===== src/rtl/sa_tile_scheduler_if.sv =====
// sa_tile_scheduler_if: tile request, operand-fetch and result handshake bundle for the tile scheduler
interface sa_tile_scheduler_if #(parameter int MAX_K = 256);
  localparam int KW = $clog2(MAX_K + 1);
  localparam int AW = $clog2(MAX_K);
  logic start;
  logic [KW-1:0] k_len;
  logic abort;
  logic out_ready;
  logic start_ready;
  logic busy;
  logic sa_clear;
  logic rd_en;
  logic [AW-1:0] rd_addr;
  logic feed_valid;
  logic out_valid;
  modport master (
    output start, k_len, abort, out_ready,
    input start_ready, busy, sa_clear, rd_en, rd_addr, feed_valid, out_valid
  );
  modport slave (
    input start, k_len, abort, out_ready,
    output start_ready, busy, sa_clear, rd_en, rd_addr, feed_valid, out_valid
  );
endinterface


===== src/rtl/sa_tile_scheduler.sv =====
// sa_tile_scheduler: sequences clear, operand feed, pipeline drain and result hold for one systolic-array tile
module sa_tile_scheduler #(
  parameter int CONTEXT_LENGTH = 128,
  parameter int HIDDEN_SIZE = 64,
  parameter int MAX_K = 256
) (
  input logic clock,
  input logic rst,
  sa_tile_scheduler_if.slave s
);
  localparam int KW = $clog2(MAX_K + 1);
  localparam int AW = $clog2(MAX_K);
  localparam int DRAIN = CONTEXT_LENGTH + HIDDEN_SIZE;
  localparam int DW = $clog2(DRAIN + 1);
  typedef enum logic [2:0] {IDLE, CLEAR, FEED, DRAIN_S, DONE} state_t;
  state_t state;
  logic [KW-1:0] k_reg;
  logic [DW-1:0] dcnt;
  assign s.start_ready = state == IDLE;
  assign s.busy = state != IDLE;
  always_ff @(posedge clock) begin
    if (rst) begin
      state <= IDLE;
      k_reg <= '0;
      dcnt <= '0;
      s.rd_addr <= '0;
      s.rd_en <= 1'b0;
      s.feed_valid <= 1'b0;
      s.sa_clear <= 1'b0;
      s.out_valid <= 1'b0;
    end else if (s.abort && state != IDLE) begin
      state <= IDLE;
      dcnt <= '0;
      s.rd_addr <= '0;
      s.rd_en <= 1'b0;
      s.feed_valid <= 1'b0;
      s.sa_clear <= 1'b0;
      s.out_valid <= 1'b0;
    end else begin
      s.feed_valid <= s.rd_en;
      s.sa_clear <= 1'b0;
      case (state)
        IDLE: if (s.start) begin
          state <= CLEAR;
          k_reg <= s.k_len > KW'(MAX_K) ? KW'(MAX_K) : s.k_len;
          s.sa_clear <= 1'b1;
        end
        CLEAR: begin
          state <= k_reg != '0 ? FEED : DRAIN_S;
          s.rd_en <= k_reg != '0;
          s.rd_addr <= '0;
          dcnt <= DW'(DRAIN - 1);
        end
        FEED: if (KW'(s.rd_addr) == k_reg - 1'b1) begin
          state <= DRAIN_S;
          s.rd_en <= 1'b0;
          s.rd_addr <= '0;
        end else begin
          s.rd_addr <= s.rd_addr + 1'b1;
        end
        DRAIN_S: if (dcnt == '0) begin
          state <= DONE;
          s.out_valid <= 1'b1;
        end else begin
          dcnt <= dcnt - 1'b1;
        end
        DONE: if (s.out_ready) begin
          state <= IDLE;
          s.out_valid <= 1'b0;
        end
        default: state <= IDLE;
      endcase
    end
  end
endmodule


===== src/flat_wrapper.sv =====
// flat-port wrapper written by rule: the top's interface ports become plain ports
module sa_tile_scheduler_flat 
#(
  parameter int CONTEXT_LENGTH = 128,
  parameter int HIDDEN_SIZE = 64,
  parameter int MAX_K = 256
)
  (clock, rst, s_start, s_k_len, s_abort, s_out_ready, s_start_ready, s_busy, s_sa_clear, s_rd_en, s_rd_addr, s_feed_valid, s_out_valid);
  sa_tile_scheduler_if #(.MAX_K(MAX_K)) s_i ();
  input logic clock;
  input logic rst;
  input wire logic [$bits(s_i.start)-1:0] s_start;
  input wire logic [$bits(s_i.k_len)-1:0] s_k_len;
  input wire logic [$bits(s_i.abort)-1:0] s_abort;
  input wire logic [$bits(s_i.out_ready)-1:0] s_out_ready;
  output wire logic [$bits(s_i.start_ready)-1:0] s_start_ready;
  output wire logic [$bits(s_i.busy)-1:0] s_busy;
  output wire logic [$bits(s_i.sa_clear)-1:0] s_sa_clear;
  output wire logic [$bits(s_i.rd_en)-1:0] s_rd_en;
  output wire logic [$bits(s_i.rd_addr)-1:0] s_rd_addr;
  output wire logic [$bits(s_i.feed_valid)-1:0] s_feed_valid;
  output wire logic [$bits(s_i.out_valid)-1:0] s_out_valid;
  assign s_i.start = s_start;
  assign s_i.k_len = s_k_len;
  assign s_i.abort = s_abort;
  assign s_i.out_ready = s_out_ready;
  assign s_start_ready = s_i.start_ready;
  assign s_busy = s_i.busy;
  assign s_sa_clear = s_i.sa_clear;
  assign s_rd_en = s_i.rd_en;
  assign s_rd_addr = s_i.rd_addr;
  assign s_feed_valid = s_i.feed_valid;
  assign s_out_valid = s_i.out_valid;
  sa_tile_scheduler #(.CONTEXT_LENGTH(CONTEXT_LENGTH), .HIDDEN_SIZE(HIDDEN_SIZE), .MAX_K(MAX_K)) u_core (.clock(clock), .rst(rst), .s(s_i));
endmodule

===== config.mk =====
export PLATFORM = sky130hd
export DESIGN_NAME = sa_tile_scheduler_flat
export DESIGN_NICKNAME = d
export VERILOG_FILES = /design/src/rtl/sa_tile_scheduler_if.sv /design/src/rtl/sa_tile_scheduler.sv /design/src/flat_wrapper.sv
export SDC_FILE = /design/constraint.sdc
export NUM_CORES = 1
export LEC_CHECK = 0
export CORE_MARGIN = 2
export CORE_UTILIZATION = 53
export CTS_CLUSTER_DIAMETER = 150
export DETAILED_ROUTE_END_ITERATION = 8
export PLACE_DENSITY = 0.89
export SYNTH_ARGS = -nofsm -noshare
export SYNTH_HDL_FRONTEND = slang
export SYNTH_SLANG_ARGS = --single-unit

===== constraint.sdc =====
create_clock -name clock -period 2.75 [get_ports clock]
set_input_delay 0.275 -clock clock [delete_from_list [all_inputs] [get_ports clock]]
set_output_delay 0.275 -clock clock [all_outputs]
set_load 0.05 [all_outputs]

# After elaboration in Yosys (flattened, before gate mapping)

Cells that the tools add are included.
W data, S select, Z words.

Output and inout bits: 14
Flip-flop bits (word level): 32
Logic and storage cells: 56
Input port bits: 14

Reduce and logical (&&, ||, !) cells: 15
$add $sub $neg: 3
Eq/ne operators: 10
Order comparisons: 1
Mux-type cells: 17
Bitwise operators: 2

Operators with widths:

| kind                  | number |
|---|---|
| $pmux W8 S2           | 2 |
| $mux W8               | 2 |
| $pmux W3 S5           | 1 |
| $mux W3               | 4 |
| $eq A8 B9 Y1          | 1 |
| $gt A9 B9 Y1 const B  | 1 |
| $mux W9               | 1 |
| $reduce_bool A9 Y1    | 1 |
| $sub A9 B1 Y9 const B | 1 |
| $add A8 B1 Y8 const B | 1 |
| $logic_not A8 Y1      | 1 |
| $sub A8 B1 Y8 const B | 1 |
| $eq A3 B2 Y1 const B  | 2 |
| $ne A2 B2 Y1 const B  | 3 |
| $reduce_and A3 Y1     | 2 |
| $reduce_bool A2 Y1    | 3 |
| $mux W1               | 5 |
| $ne A2 B1 Y1 const B  | 2 |
| $pmux W1 S2           | 2 |
| $reduce_and A2 Y1     | 2 |
| $reduce_and A4 Y1     | 1 |
| $eq A3 B1 Y1 const B  | 1 |
| $eq A3 B3 Y1 const B  | 1 |
| $logic_not A3 Y1      | 1 |
| other kinds (5)       | 6 |

# Depth between registers and ports, before layout

Gate-level depths: netlist (run 1).

Depth in word-level cells: 4
Depth in mapped cells: 8
Mapped depth without buffers: 8

# Worst setup path after synthesis (run 1)

No wires, ideal clock.

Path type: register -> register
From: register u_core.k_reg[0]
To: register u_core.s.rd_addr[3]
Library setup time: 0.132 ns
Data required time: 2.618 ns
Slack: 0.483 ns
Arrival: 2.135 ns
Buffers on the path: 0
Cell stages (with the launch flop): 9
Path through: dfxtp_1 -> inv_1 -> ha_1 -> nor3b_1 -> nand2_1 -> xnor2_1 -> or4_4 -> o221ai_1 -> a21oi_1

Longest elaborated chain between the ends: 4

Ends and longest elaborated chain:

| element                  | RTL line                   | RTL |
|---|---|---|
| start: declaration       | sa_tile_scheduler.sv:17    | `logic [KW-1:0] k_reg;` |
| start signal: assignment | sa_tile_scheduler.sv:45    | `k_reg <= s.k_len > KW'(MAX_K) ? KW'(MAX_K) : s.k_len;` |
| $sub A9 B1 Y9            | sa_tile_scheduler.sv:54    | `FEED: if (KW'(s.rd_addr) == k_reg - 1'b1) begin` |
| $eq A8 B9 Y1             | sa_tile_scheduler.sv:54    |  |
| $mux W8                  | sa_tile_scheduler.sv:54    |  |
| $pmux W8 S2              | sa_tile_scheduler.sv:42    | `case (state)` |
| end signal: assignment   | sa_tile_scheduler.sv:59    | `s.rd_addr <= s.rd_addr + 1'b1;` |
| end: declaration         | sa_tile_scheduler_if.sv:22 | `output start_ready, busy, sa_clear, rd_en, rd_addr, feed_valid, out_valid` |

Every way passes these cells.
A chain may end at the register's enable or synchronous reset.

# Worst setup path after layout (run 1)

From: register u_core.state[2]
To: output s_start_ready

Longest elaborated chain between the ends: 1

Ends and longest elaborated chain:

| element                  | RTL line                | RTL |
|---|---|---|
| start: declaration       | sa_tile_scheduler.sv:16 | `state_t state;` |
| start signal: assignment | sa_tile_scheduler.sv:49 | `state <= k_reg != '0 ? FEED : DRAIN_S;` |
| $logic_not A3 Y1         | sa_tile_scheduler.sv:19 | `assign s.start_ready = state == IDLE;` |
| end: declaration         | flat_wrapper.sv:16      | `output wire logic [$bits(s_i.start_ready)-1:0] s_start_ready;` |

Every way passes these cells.

==> summary.md, run 1 <==
| Metric | Value |
|---|---|
| Run status | `completed` |
| Non-Filler Instances | `about 280` |
| Worst EP arrival | `2140 ps` |
| Vias per inst | `around 5.6` |
| Setup violations, final | `0` |
| CP top delay family | `buffers and inverters` |
| Crit-path cells | `or3_1, inv_1, clkdlybuf4s50_1` |
| Worst-Margin Slew | `600.7 ps` |
| Relative slew slack | `around three fifths` |
| Cells after synthesis | `206` |
| Initial Utilization | `56.90%` |
| Synthesized flop and latch total | `32` |
| Setup bufs post-CTS | `0` |
| Diodes inserted | `0` |
| Drt first-iter violations | `approximately 90` |
| Cell Area, Synth | `1765 sq um` |
| IO Count | `28` |
| Buffers on Ports | `27` |
| Mapped Avg Cell Area | `8.570 sq um` |
| Worst Skew | `11.03 ps` |
| Detail Route Antenna Nets | `0` |
| CP endpoint kind | `primary output` |
| Num Clock Sinks | `32` |
| Netlist cell types | `roughly 40` |
| Crit Path Max Fanout | `9` |
| Core area | `between 3000 and 4000 sq um` |
| Worst skew pair latency | `340 ps` |
| Power per cell area | `935.7 nW/um^2` |
| Max incr delay on CP | `810 ps` |
| Final Hold Vio Count | `0` |
| Final HPWL from detailed placement | `2804 um` |
| Reg-to-reg setup timing slack | `between 300 and 400 ps` |
| WL final | `3860 um` |
| Setup TNS Final | `0 ps` |
| # nets final | `about 250` |
| Gates resized, CTS repair | `0` |
| Post-layout min period | `about 2400 ps` |
| Tcrit/Tclk final | `87.69%` |
| Drt drc | `0` |
| Final total power | `1986 uW` |
| CTS hold repair buffers | `0` |
| Mapped Nets | `224` |
| Yosys Warn Count | `0` |
| H-tree depth | `2` |
| Slowest CP cell | `clkdlybuf4s50_1` |
| Max reg flops | `9` |
| Placed cells | `271` |
| Critical path type | `reg2out` |
| Ys flop type | `dfxtp_1` |
| Fmax | `414.7 MHz` |
| RSZ-0062 raised after global routing | `false` |
| Final Max Tran Viols | `0` |
| Placed Area | `2076 sq um` |
| Setup crit start kind | `register` |
| Clock root buffer master | `clkbuf_4` |
| Die width | `between 60 and 70 um` |
| Worst hold-check path type | `reg2reg` |
| Clk slew on worst S/H paths | `around 100 ps` |
| Leak | `roughly 0.00080 uW` |
| Bufs on Longest Clock Path | `2` |
| Most frequent cells in the layout | `32 x dfxtp_1, 27 x clkdlybuf4s50_1, 23 x a21oi_1, 18 x nor2_1, 15 x nand2_1` |
| First-pass GRT wire length | `~6300 um` |
| Max-cap violations | `0` |
| Worst EP required | `2480 ps` |
| Post-synth ARST share | `0%` |
| Commonest non-fill, non-tap cell in the layout | `dfxtp_1` |
| Row count | `20` |
| Largest net degree at the start of global routing | `19` |
| WL/cell | `13.88 um` |
| Initial antenna violation count | `0` |
| Util after Layout | `68.39%` |
| Vias | `1570` |
| Number of global-route vias before repair | `1412` |
| Layout cells sized above 1 | `8.974%` |
| Die area | `around 3800 sq um` |
| Post-synth EDFFs | `0` |
| Pre-antenna DRT Iters | `4` |
| Seq/Total Area, Yosys | `~36%` |
| Syn-to-layout area delta | `20.20%` |
| CP bufs+invs | `2` |
| Global Route Usage Sum | `22.75%` |
| Clock buffer count from CTS | `5` |
| RePlAce Congestion | `0.8355` |
| Die height | `61.72 um` |
| Design Area, Final | `2122 sq um` |
| CTS tree | `yes` |
| Max VDD drop | `between 0.6 and 0.7 mV` |
| Overflow after GRT | `0` |
[worst register-to-register path, stage by stage, from the launching register on]
cell,delay (ps)
dfxtp_1,420
inv_1,80
ha_1,250
o21ba_2,210
a221oi_1,270
a31oi_1,70
or4_4,620
o221ai_1,230
a21oi_1,100
[metal layers]
metal  global-route usage [%]  vias up  wire (um)
met2                    31.73       42       1719
met4                    14.29        0        153
met1                    30.43      721       1813
li1                         -      794          -
met3                    7.246       13        173
met5                        0        -          0
[report_power, final]
group | switching [uW] | internal, uW
combinational | 651 | 395
sequential | 120 | 566
clock | 160 | 94.0
[Yosys cell counts (3+ instances only)]
cell type / n / area [sq um]
nor4_1: 4 / 25.02
xor2_1: 8 / 70.07
nor3_1: 7 / 35.03
and2_1: 3 / 18.77
nor2b_1: 3 / 18.77
nand2b_1: 3 / 18.77
inv_1: 7 / 26.28
a21oi_1: 23 / 115.1
a211oi_1: 3 / 22.52
nor3b_1: 10 / 75.07
dfxtp_1: 32 / 640.6
xnor2_1: 14 / 122.6
nand3_1: 6 / 30.03
buf_2: 3 / 15.01
a2111oi_2: 4 / 60.06
ha_1: 4 / 50.05
nand2_1: 15 / 56.30
nor2_1: 18 / 67.56
or3_1: 3 / 18.77
clkbuf_1: 4 / 15.01
o21ai_0: 3 / 15.01
a31oi_1: 4 / 25.02
[per-stage QoR]
stage | worst slack (ps) | hold WS (ps)
final | 338.4 | 477.5
after global routing | 234.7 | 489.1
after CTS | 340.7 | 472.3
after detailed placement | 417.0 | 454.5
after global placement | 503.0 | 442.9
after floorplan | 482.9 | 438.2
[layout make-up]
type                    count  area [sq um]
clock buffers               6         41.29
clock inverters             1         5.005
fillers                   278         980.9
inverters                   7         26.28
multi-input cells         158          1061
flip-flops and latches     32         640.6
well taps                  44         55.05
repair buffers             30         292.8
[worst paths after layout]
kind | cells after the start | startpoint | end
worst min-delay path | 2 | u_core.s.rd_en$_SDFFE_PP0P_ | u_core.s.feed_valid$_SDFF_PP0_
worst max register to register | 8 | u_core.k_reg[0]$_SDFFE_PP0P_ | u_core.s.rd_addr[3]$_SDFFE_PP0P_
worst min register to register | 2 | u_core.s.rd_en$_SDFFE_PP0P_ | u_core.s.feed_valid$_SDFF_PP0_
worst max-delay path | 3 | u_core.state[2]$_SDFFE_PP0P_ | s_start_ready
[logic make-up after synthesis]
group / after synthesis / share of synthesized area (%)
adders and majority gates: 4 / 2.835
AOI/OAI and AO/OA: 51 / 20.77
xor gates and xnor gates: 22 / 10.91
and+or+nand+nor: 81 / 25.58
DFF: 32 / 36.29
buffers and inverters: 16 / 3.614
(Power assumes the default switching activity.)
==> run 2: changes to the inputs <==
Settings changed: CORE_UTILIZATION 53 to 25, PLACE_DENSITY 0.89 to 0.53.
==> run 2 against run 1 <==
Effect of this change:
- global-route usage is 11 points lower
- critical path depth is 5 higher
- largest cell class unchanged
- sequential cell count stayed put
- worst hold slack worse by 13 ps
- combinational power hardly changed
- sequential power hardly changed
- total power is 4.1% higher
- register-to-register slack better by 50 ps
- cell area is 4.9% higher
- critical path type is now reg2reg
- via count is 3.4% lower
- first-iteration DRC count is 7.7% lower
==> summary.md, run 2 (synthesized netlist as in run 1, its figures left out) <==
| Metric | Value |
|---|---|
| Vias per inst | `4.583` |
| Setup crit start kind | `register` |
| Setup WS post-layout | `410.4 ps` |
| Setup violations, final | `0` |
| Layout cells sized above 1 | `9.362%` |
| Gate power share | `around 51%` |
| Initial antenna violation count | `0` |
| H-tree depth | `2` |
| RSZ-0062 raised after global routing | `false` |
| Final HPWL from detailed placement | `3009 um` |
| Die area | `7750 sq um` |
| Buffers on Ports | `27` |
| Final Hold Vio Count | `0` |
| Gates resized, CTS repair | `0` |
| Num Clock Sinks | `32` |
| Portion of total power attributed to sequential cells | `33.2%` |
| Worst skew pair latency | `280 ps` |
| Max incr delay on CP | `between 600 and 700 ps` |
| Commonest non-fill, non-tap cell in the layout | `dfxtp_1` |
| Clock root buffer master | `clkbuf_8` |
| Tcrit/Tclk final | `85.08%` |
| Most frequent cells in the layout | `32 x dfxtp_1, 27 x clkdlybuf4s50_1, 23 x a21oi_1, 18 x nor2_1, 15 x nand2_1` |
| Util after Layout | `32.58%` |
| Non-Filler Instances | `331` |
| P_int | `1142 uW` |
| Detail Route Antenna Nets | `0` |
| Drt first-iter violations | `84` |
| Row count | `30` |
| Max-cap violations | `0` |
| Slowest CP cell | `or4_4` |
| Overflow after GRT | `0` |
| Diodes inserted | `0` |
| Core area | `around 7000 sq um` |
| CP endpoint kind | `register` |
| Number of global-route vias before repair | `around 1500` |
| WL/cell | `12.06 um` |
| Pre-antenna DRT Iters | `4` |
| Worst hold-check path type | `reg2reg` |
| First-pass GRT wire length | `6989 um` |
| Die width | `88.04 um` |
| Worst Skew | `3.065 ps` |
| CTS hold repair buffers | `0` |
| Initial Utilization | `~26%` |
| Worst EP required | `2920 ps` |
| Placed cells | `324` |
| CP top delay family | `compound AO/OA/AOI/OAI gates` |
| Power per cell area | `928.6 nW/um^2` |
| Clock buffer count from CTS | `5` |
| Leak | `0.0008222 uW` |
| Die height | `88.04 um` |
| Setup TNS Final | `0 ps` |
| Crit-path cells | `inv_1, ha_1, o21ba_2, a221oi_1, a31oi_1, or4_4, o221ai_1, a21oi_1` |
| Filler Cells Inserted | `770` |
| Design Area, Final | `2226 sq um` |
| # nets final | `around 250` |
| Post-layout min period | `around 2300 ps` |
| Max reg flops | `9` |
| Sw frac | `between 40% and 50%` |
| Area of the multi-input gates | `1061 sq um` |
| CTS tree | `yes` |
| Place WS | `around 440 ps` |
| Drt drc | `0` |
| Critical path type | `reg2reg` |
| Vias | `1517` |
| CP bufs+invs | `1` |
| IO Count | `28` |
| Syn-to-layout area delta | `26.08%` |
| Final Max Tran Viols | `0` |
| Worst-Margin Slew | `roughly 620 ps` |
| Placed Area | `2148 sq um` |
| Setup bufs post-CTS | `0` |
| Worst EP arrival | `2510 ps` |
| Clock power frac | `between 15 and 20%` |
| RePlAce Congestion | `0.7745` |
| Relative slew slack | `58.34%` |
| Largest net degree at the start of global routing | `19` |
| Global Route Usage Sum | `11.40%` |
| WL final | `3991 um` |
| Reg area | `640.6 sq um` |
| Run status | `completed` |
| Max VDD drop | `0.5588 mV` |
| Clk slew on worst S/H paths | `approximately 60 ps` |
| Switching pwr | `925.4 uW` |
| Bufs on Longest Clock Path | `2` |
| Fmax | `427.4 MHz` |
| Crit Path Max Fanout | `5` |
run 2: cell types whose count changed in the layout (fill, tap and decap cells not counted):
cell / delta
buf_4: +1
clkbuf_4: -5
clkbuf_8: +5
run 2: final cells by class:
cell class / count / share of cell area, %
Clock inverter: 1 / 0.2248
Tap cell: 96 / 5.396
Timing Repair Buffer: 31 / 13.49
Sequential cell: 32 / 28.78
Clock buffer: 6 / 3.260
Inverter: 7 / 1.180
Multi-Input combinational cell: 158 / 47.67
run 2: power groups by stage:
stage	Sequential, uW	Combinational [uW]	Clock [uW]
6_report	686	1050	334
3_5_place_dp	696	1050	0
2_1_floorplan	724	747	0
3_3_place_gp	699	1050	0
5_1_grt	712	1170	368
4_1_cts	688	1060	350
run 2: worst register-to-register path, cell delays in order, from the launching register on:
cell	delay (ps)
dfxtp_1	400
inv_1	90
ha_1	250
o21ba_2	200
a221oi_1	290
a31oi_1	80
or4_4	630
o221ai_1	200
a21oi_1	90
run 2: final timing paths:
| path | startpoint | endpoint | slack [ps] | depth (start not counted) |
|---|---|---|---|---|
| worst max-delay path | u_core.k_reg[0]$_SDFFE_PP0P_ | u_core.s.rd_addr[5]$_SDFFE_PP0P_ | 410 | 8 |
| worst min-delay path | u_core.s.rd_en$_SDFFE_PP0P_ | u_core.s.feed_valid$_SDFF_PP0_ | 460 | 2 |
| worst max register to register | u_core.k_reg[0]$_SDFFE_PP0P_ | u_core.s.rd_addr[5]$_SDFFE_PP0P_ | 410 | 8 |
| worst min register to register | u_core.s.rd_en$_SDFFE_PP0P_ | u_core.s.feed_valid$_SDFF_PP0_ | 460 | 2 |
run 2: routing by layer:
| layer | wire, um | share of wire [%] | GRT usage [%] |
|---|---|---|---|
| met2 | 1814 | 45 | 17.63 |
| met4 | 70 | 1.8 | 4.545 |
| met5 | 0 | 0 | 0 |
| met3 | 130 | 3.3 | 2.168 |
| met1 | 1977 | 50 | 15.66 |
run 2: stage by stage:
stage	hold WS (ps)	total power, uW
final	464.0	2067
after global routing	485.5	2246
after CTS	461.6	2097
after detailed placement	446.3	1749
after global placement	443.4	1746
after floorplan	438.2	1471
==> variant 1: new RTL, flow settings as in run 1 <==
Reset style: asynchronous (`rst`), changed in one clocked block.
--- a/src/rtl/sa_tile_scheduler.sv
+++ b/src/rtl/sa_tile_scheduler.sv
@@ -19,5 +19,5 @@
   assign s.start_ready = state == IDLE;
   assign s.busy = state != IDLE;
-  always_ff @(posedge clock) begin
+  always_ff @(posedge clock or posedge rst) begin
     if (rst) begin
       state <= IDLE;
Function: differs if rst is asserted again (counterexample within 4 cycles, from zero or initial values and one cycle with rst high); with rst held inactive, the same outputs for 10 cycles.
==> variant 1 against run 1 <==
Non-clock buffer count unchanged; area after synthesis up 13%; combinational power up 23%; core utilization down 3.0 points; worst setup slack worse by 0.031 ns; sequential cell count unchanged; clock skew down 0.0050 ns; count of clock-buffer cells in the layout up 2; design area up 12%; die area up 12%; global-route usage up 0.49 points; first-iteration DRC count up 82%; power up 27%; wire length up 14%; highest routed layer unchanged.
==> variant 1: results (changes against run 1) <==
Outcome
  – Status: finished, final reports clean

Final layout
  – Fin cells: 306 (+10%)
  – Fillcell total: 325 (+17%)
  – Final nets: 276 (+9.5%)
  – FF/Latch Area: 801 um^2 (+25%)
  – Share of layout cells above drive strength 1: 6.20% (-2.8 points)
  – Number of flip-flops in the largest register: 9 (unchanged)

CTS
  – # H-tree levels: 2 (unchanged)
  – Root buf cell: clkbuf_8
  – CTS resizes: 0 (unchanged)
  – Reg clk slew, reported paths: 0.06 ns (-0.04 ns)
  – Clk_lat worst skew: 0.28 ns (-0.06 ns)

Critical path
  – Worst Path Max Fanout: 11 (+2)
  – Crit path DAT: 2.17 ns (+0.03 ns)

Routing
  – Drt wl/cell: 14.3 um (+3.2%)
  – Pre-antenna DRT Iters: 4 (unchanged)
  – 1st-iter DRT viols: 166 (+82%)
  – Vias: 1811 (+15%)

Global routing
  – Vias in the first global route: 1705 (+21%)
  – Largest net degree at the start of global routing: 33 (+14)
  – First-pass GRT wire length: 7.72 mm (+24%)
  – GRT Total Usage: 23.2% (+0.49 points)

Timing
  – Final Skew: 0.00605 ns (-0.00499 ns)
  – Worst slew margin: 25.1% (-34 points)

Power and ir drop
  – Leak: 0.992 nW (+23%)
  – Worst ir drop on vdd: 603 uV (about the same)

Placement
  – Detailed Place HPWL: 3.16 mm (+13%)
  – Dpl cells: 298 (+10%)
  – Global placer's final weighted congestion: 0.917 (+9.7%)
  – Place WS: 0.371 ns (-0.0458 ns)
  – Placed inst area: 2280 um^2 (+10%)

Synth
  – Synth area leaders: dfrtp_1 (40%), nand2_1 (4.9%), o21ai_0 (4.8%)
  – Avg Cell Area, Syn: 8.59 um^2 (+0.25%)
  – Post-synth ARST share: 100% (+100 points)
  – Yosys warns: 0 (unchanged)
  – Register area share after synthesis: 40.2% (+3.9 points)
  – Syn Nets: 251 (+12%)
  – Yosys cell types: 49 (+20%)
  – Synth cell count leaders: dfrtp_1 (32), nand2_1 (26), o21ai_0 (19), nor2_1 (17), a21oi_1 (14)

Worst hold path
  – Worst Hold Class: in -> async
## variant 1: cell types whose count changed after synthesis, sizes merged, moves of 6 or more
cell	before	now
dfxtp	32	0
o21ai	4	20
a21oi	23	14
nand2b	3	12
nor3b	10	2
nor3	7	13
dfrtp	0	32
nand2	15	26
nand3b	0	6
xnor2	14	3
## variant 1: power breakdown
group / switching (mW) / internal (mW) / total (mW)
sequential: 0.233 / 0.630 / 0.863
clock: 0.163 / 0.204 / 0.367
combinational: 0.775 / 0.512 / 1.29
total: 1.17 / 1.35 / 2.52
## variant 1: area by class of cell
cell class	instances	area share, %
Clock buffer	8	3.79
Inverter	12	1.90
Multi-Input combinational cell	176	45.7
Sequential cell	32	33.7
Tap cell	48	2.53
Timing Repair Buffer	30	12.3
## variant 1: worst register-to-register path: cells and delay by family, from the launching register on
family / cells / cell delay, ns
buffers and inverters: 1 / 0.11
DFF: 1 / 0.44
AOI/OAI and AO/OA: 5 / 1.01
adders and majority gates: 1 / 0.31
and+or+nand+nor: 1 / 0.38
## variant 1: kinds of logic after synthesis
logic type               count (synthesis)  synth area share [%]
AND/OR/NAND/NOR                         96                  24.4
XOR/XNOR                                10                  4.39
AO/OA/AOI/OAI                           63                  21.5
multiplexers                             2                  1.07
buffers and inverters                   24                  5.34
adder cells (fa/ha/maj)                  5                  3.14
flip-flops                              32                  40.2
## variant 1: metal layers
layer / global-route usage (%) / wire, um / vias to the layer above
met5: 0 / 0 / -
met4: 6.25 / 56 / 0
met3: 5.65 / 197 / 8
met2: 38.0 / 2130 / 47
met1: 30.9 / 2000 / 876
li1: - / - / 880
## variant 1: final timing paths
path | slack (ns) | end | startpoint
worst max-delay path | 0.31 | s_start_ready | u_core.state[0]
worst min-delay path | 0.39 | u_core.dcnt[4] | rst
worst max register to register | 0.36 | u_core.s.rd_addr[6] | u_core.k_reg[0]
worst min register to register | 0.50 | u_core.dcnt[7] | u_core.dcnt[7]
max in group asynchronous | 2.07 | u_core.k_reg[8] | rst
min in group clock | 0.50 | u_core.dcnt[7] | u_core.dcnt[7]
==> variant 2: new RTL, flow settings as in run 1 <==
Made on the original files. `HIDDEN_SIZE` is set to 64 in 2 places; all go to 256.
--- a/src/rtl/sa_tile_scheduler.sv
+++ b/src/rtl/sa_tile_scheduler.sv
@@ -2,5 +2,5 @@
 module sa_tile_scheduler #(
   parameter int CONTEXT_LENGTH = 128,
-  parameter int HIDDEN_SIZE = 64,
+  parameter int HIDDEN_SIZE = 256,
   parameter int MAX_K = 256
 ) (
--- a/src/flat_wrapper.sv
+++ b/src/flat_wrapper.sv
@@ -3,5 +3,5 @@
 #(
   parameter int CONTEXT_LENGTH = 128,
-  parameter int HIDDEN_SIZE = 64,
+  parameter int HIDDEN_SIZE = 256,
   parameter int MAX_K = 256
 )
Check against the original RTL: same outputs for any inputs over 10 cycles, from zero or initial values and one cycle with rst high; that may be too few to reach the edited logic, so the function may still have changed.
==> variant 2 against run 1 <==
Cell count is 3.6% higher; power is 2.4% higher; via count is 4.7% higher; area after synthesis is 4.5% higher; sequential cell count is 1 higher; critical path depth stayed put; clock power is 49% higher; worst setup slack better by 0.042 ns; clock skew is 0.0080 ns lower; wire length is 4.4% higher; die area is 4.2% higher; design area is 4.8% higher; largest cell class unchanged; largest power group unchanged.
==> variant 2: results (changes against run 1) <==
CTS
  – Clk_lat worst skew: 0.33 ns
  – Root buf cell: clkbuf_4
  – Postcts setup bufs: 0 (unchanged)
  – Reg clk slew, reported paths: 0.10 ns (about the same)
  – CTS Buffer Depth: 2 (unchanged)
  – CTS resizes: 0 (unchanged)
  – TritonCTS buffer count: 5 (unchanged)
  – # H-tree levels: 2 (unchanged)
  – Cts hold-fix bufs: 0 (unchanged)

Critical path
  – Worst Path Max Fanout: 9 (unchanged)
  – CP max stage cell: clkdlybuf4s50_1
  – Crit path DAT: 2.09 ns (-0.05 ns)
  – Max incr delay on CP: 0.80 ns
  – Delay-heaviest family, CP: buffers and inverters

Synth
  – Syn Nets: 233 (+4.0%)
  – Yosys cell types: 48 (+17%)
  – Synth Area in XOR/XNOR: 6.17% (-4.7 points)
  – Post-synth ARST share: 0% (unchanged)
  – Mux cell area share after synthesis: 0% (unchanged)
  – Register area share after synthesis: 35.8% (-0.49 points)
  – Adder-Cell Fraction of Synth Area: 2.71% (-0.12 points)
  – Yosys warns: 0 (unchanged)
  – Avg Cell Area, Syn: 8.58 um^2 (+0.16%)
  – Complex-gate fraction of the synthesized area: 21.0% (+0.25 points)
  – Synth area leaders: dfxtp_1 (36%), a21oi_1 (6.2%), nor2_1 (4.5%)
  – Synth cell count leaders: dfxtp_1 (33), a21oi_1 (23), nor2_1 (22), nand2_1 (12)

Worst hold path
  – Worst Hold Class: reg -> reg

Global routing
  – Initial antenna violation count: 0 (unchanged)
  – Largest net degree at the start of global routing: 19 (unchanged)
  – GRT Total Usage: 22.4% (-0.37 points)
  – First-pass GRT wire length: 7.17 mm (+15%)
  – Vias in the first global route: 1586 (+12%)

Final layout
  – Fillcell total: 289 (+4.0%)
  – Antenna diode count: 0 (unchanged)
  – Final nets: 259 (+2.8%)
  – Share of layout cells above drive strength 1: 9.09% (+0.12 points)

Routing
  – Final WL: 4.03 mm (+4.4%)
  – Pre-antenna DRT Iters: 4 (unchanged)
  – Drt wl/cell: 14.0 um (+0.73%)
  – 1st-iter DRT viols: 104 (+14%)
  – DR vias/cell: 5.71 (+1.1%)

Timing
  – Slew at the pin closest to its max-slew limit: 0.688 ns (+0.0875 ns)
  – Final Skew: 0.00301 ns (-0.00803 ns)

Power and ir drop
  – Leak: 0.809 nW (+0.53%)
  – Worst ir drop on vdd: 622 uV (+3.2%)
  – Switching share of power: 43.3% (-3.5 points)

Placement
  – Dpl cells: 280 (+3.3%)
  – Buffers on Ports: 27 (unchanged)
  – Place WS: 0.488 ns (+0.0709 ns)
  – Detailed Place HPWL: 2.91 mm (+3.7%)
  – Global placer's final weighted congestion: 0.885 (+5.9%)

Outcome
  – Status: finished, final reports clean
[variant 2: metal layers]
metal  global-route usage [%]  share of wire [%]
met1                     27.3                 46
met2                     38.0                 51
met3                     4.50                2.1
met4                     9.44                1.5
met5                        0                  0
[variant 2: final timing paths]
| check | depth (start not counted) | end | slack, ns | start |
|---|---|---|---|---|
| min | 2 | u_core.s.feed_valid | 0.47 | u_core.s.rd_en |
| min reg2reg | 2 | u_core.s.feed_valid | 0.47 | u_core.s.rd_en |
| max | 3 | s_start_ready | 0.38 | u_core.state[2] |
| max reg2reg | 8 | u_core.s.rd_en | 0.47 | u_core.k_reg[0] |
[variant 2: cell families after synthesis]
family	after synthesis
XOR/XNOR	13
flip-flops	33
AND/OR/NAND/NOR	95
AO/OA/AOI/OAI	54
buffers and inverters	16
adder cells (fa/ha/maj)	4
[variant 2: power groups by stage]
| stage | registers (mW) | logic [mW] | clock network, mW |
|---|---|---|---|
| final | 0.693 | 0.961 | 0.379 |
| after floorplan | 0.727 | 0.702 | 0 |
| after global routing | 0.710 | 1.06 | 0.399 |
| after CTS | 0.689 | 0.961 | 0.383 |
| after detailed placement | 0.699 | 0.954 | 0 |
| after global placement | 0.695 | 0.936 | 0 |
[variant 2: layout make-up]
cell class / count / area share [%]
timing repair buffer: 28 / 12.5
sequential: 33 / 29.7
multi-input combinational: 166 / 50.2
clock inverter: 1 / 1.35
clock buffer: 7 / 2.48
tap: 46 / 2.59
inverter: 7 / 1.18
[variant 2: metrics by stage]
step / area (um^2) / util [%] / power [mW]
finish: 2220 / 66.6 / 2.03
global route: 2220 / 66.6 / 2.17
CTS: 2220 / 66.6 / 2.03
detailed placement: 2140 / 64.1 / 1.65
global placement: 2140 / 64.1 / 1.63
floorplan: 1850 / - / 1.43
[variant 2: worst reg2reg max path: stages, from the launching register on]
cell and delay [ns]:
dfxtp_1 0.36, inv_1 0.09, ha_1 0.24, or3b_1 0.44
o21ai_2 0.16, nor4b_4 0.26, o32ai_4 0.19, nor3_4 0.28
o21ai_0 0.14
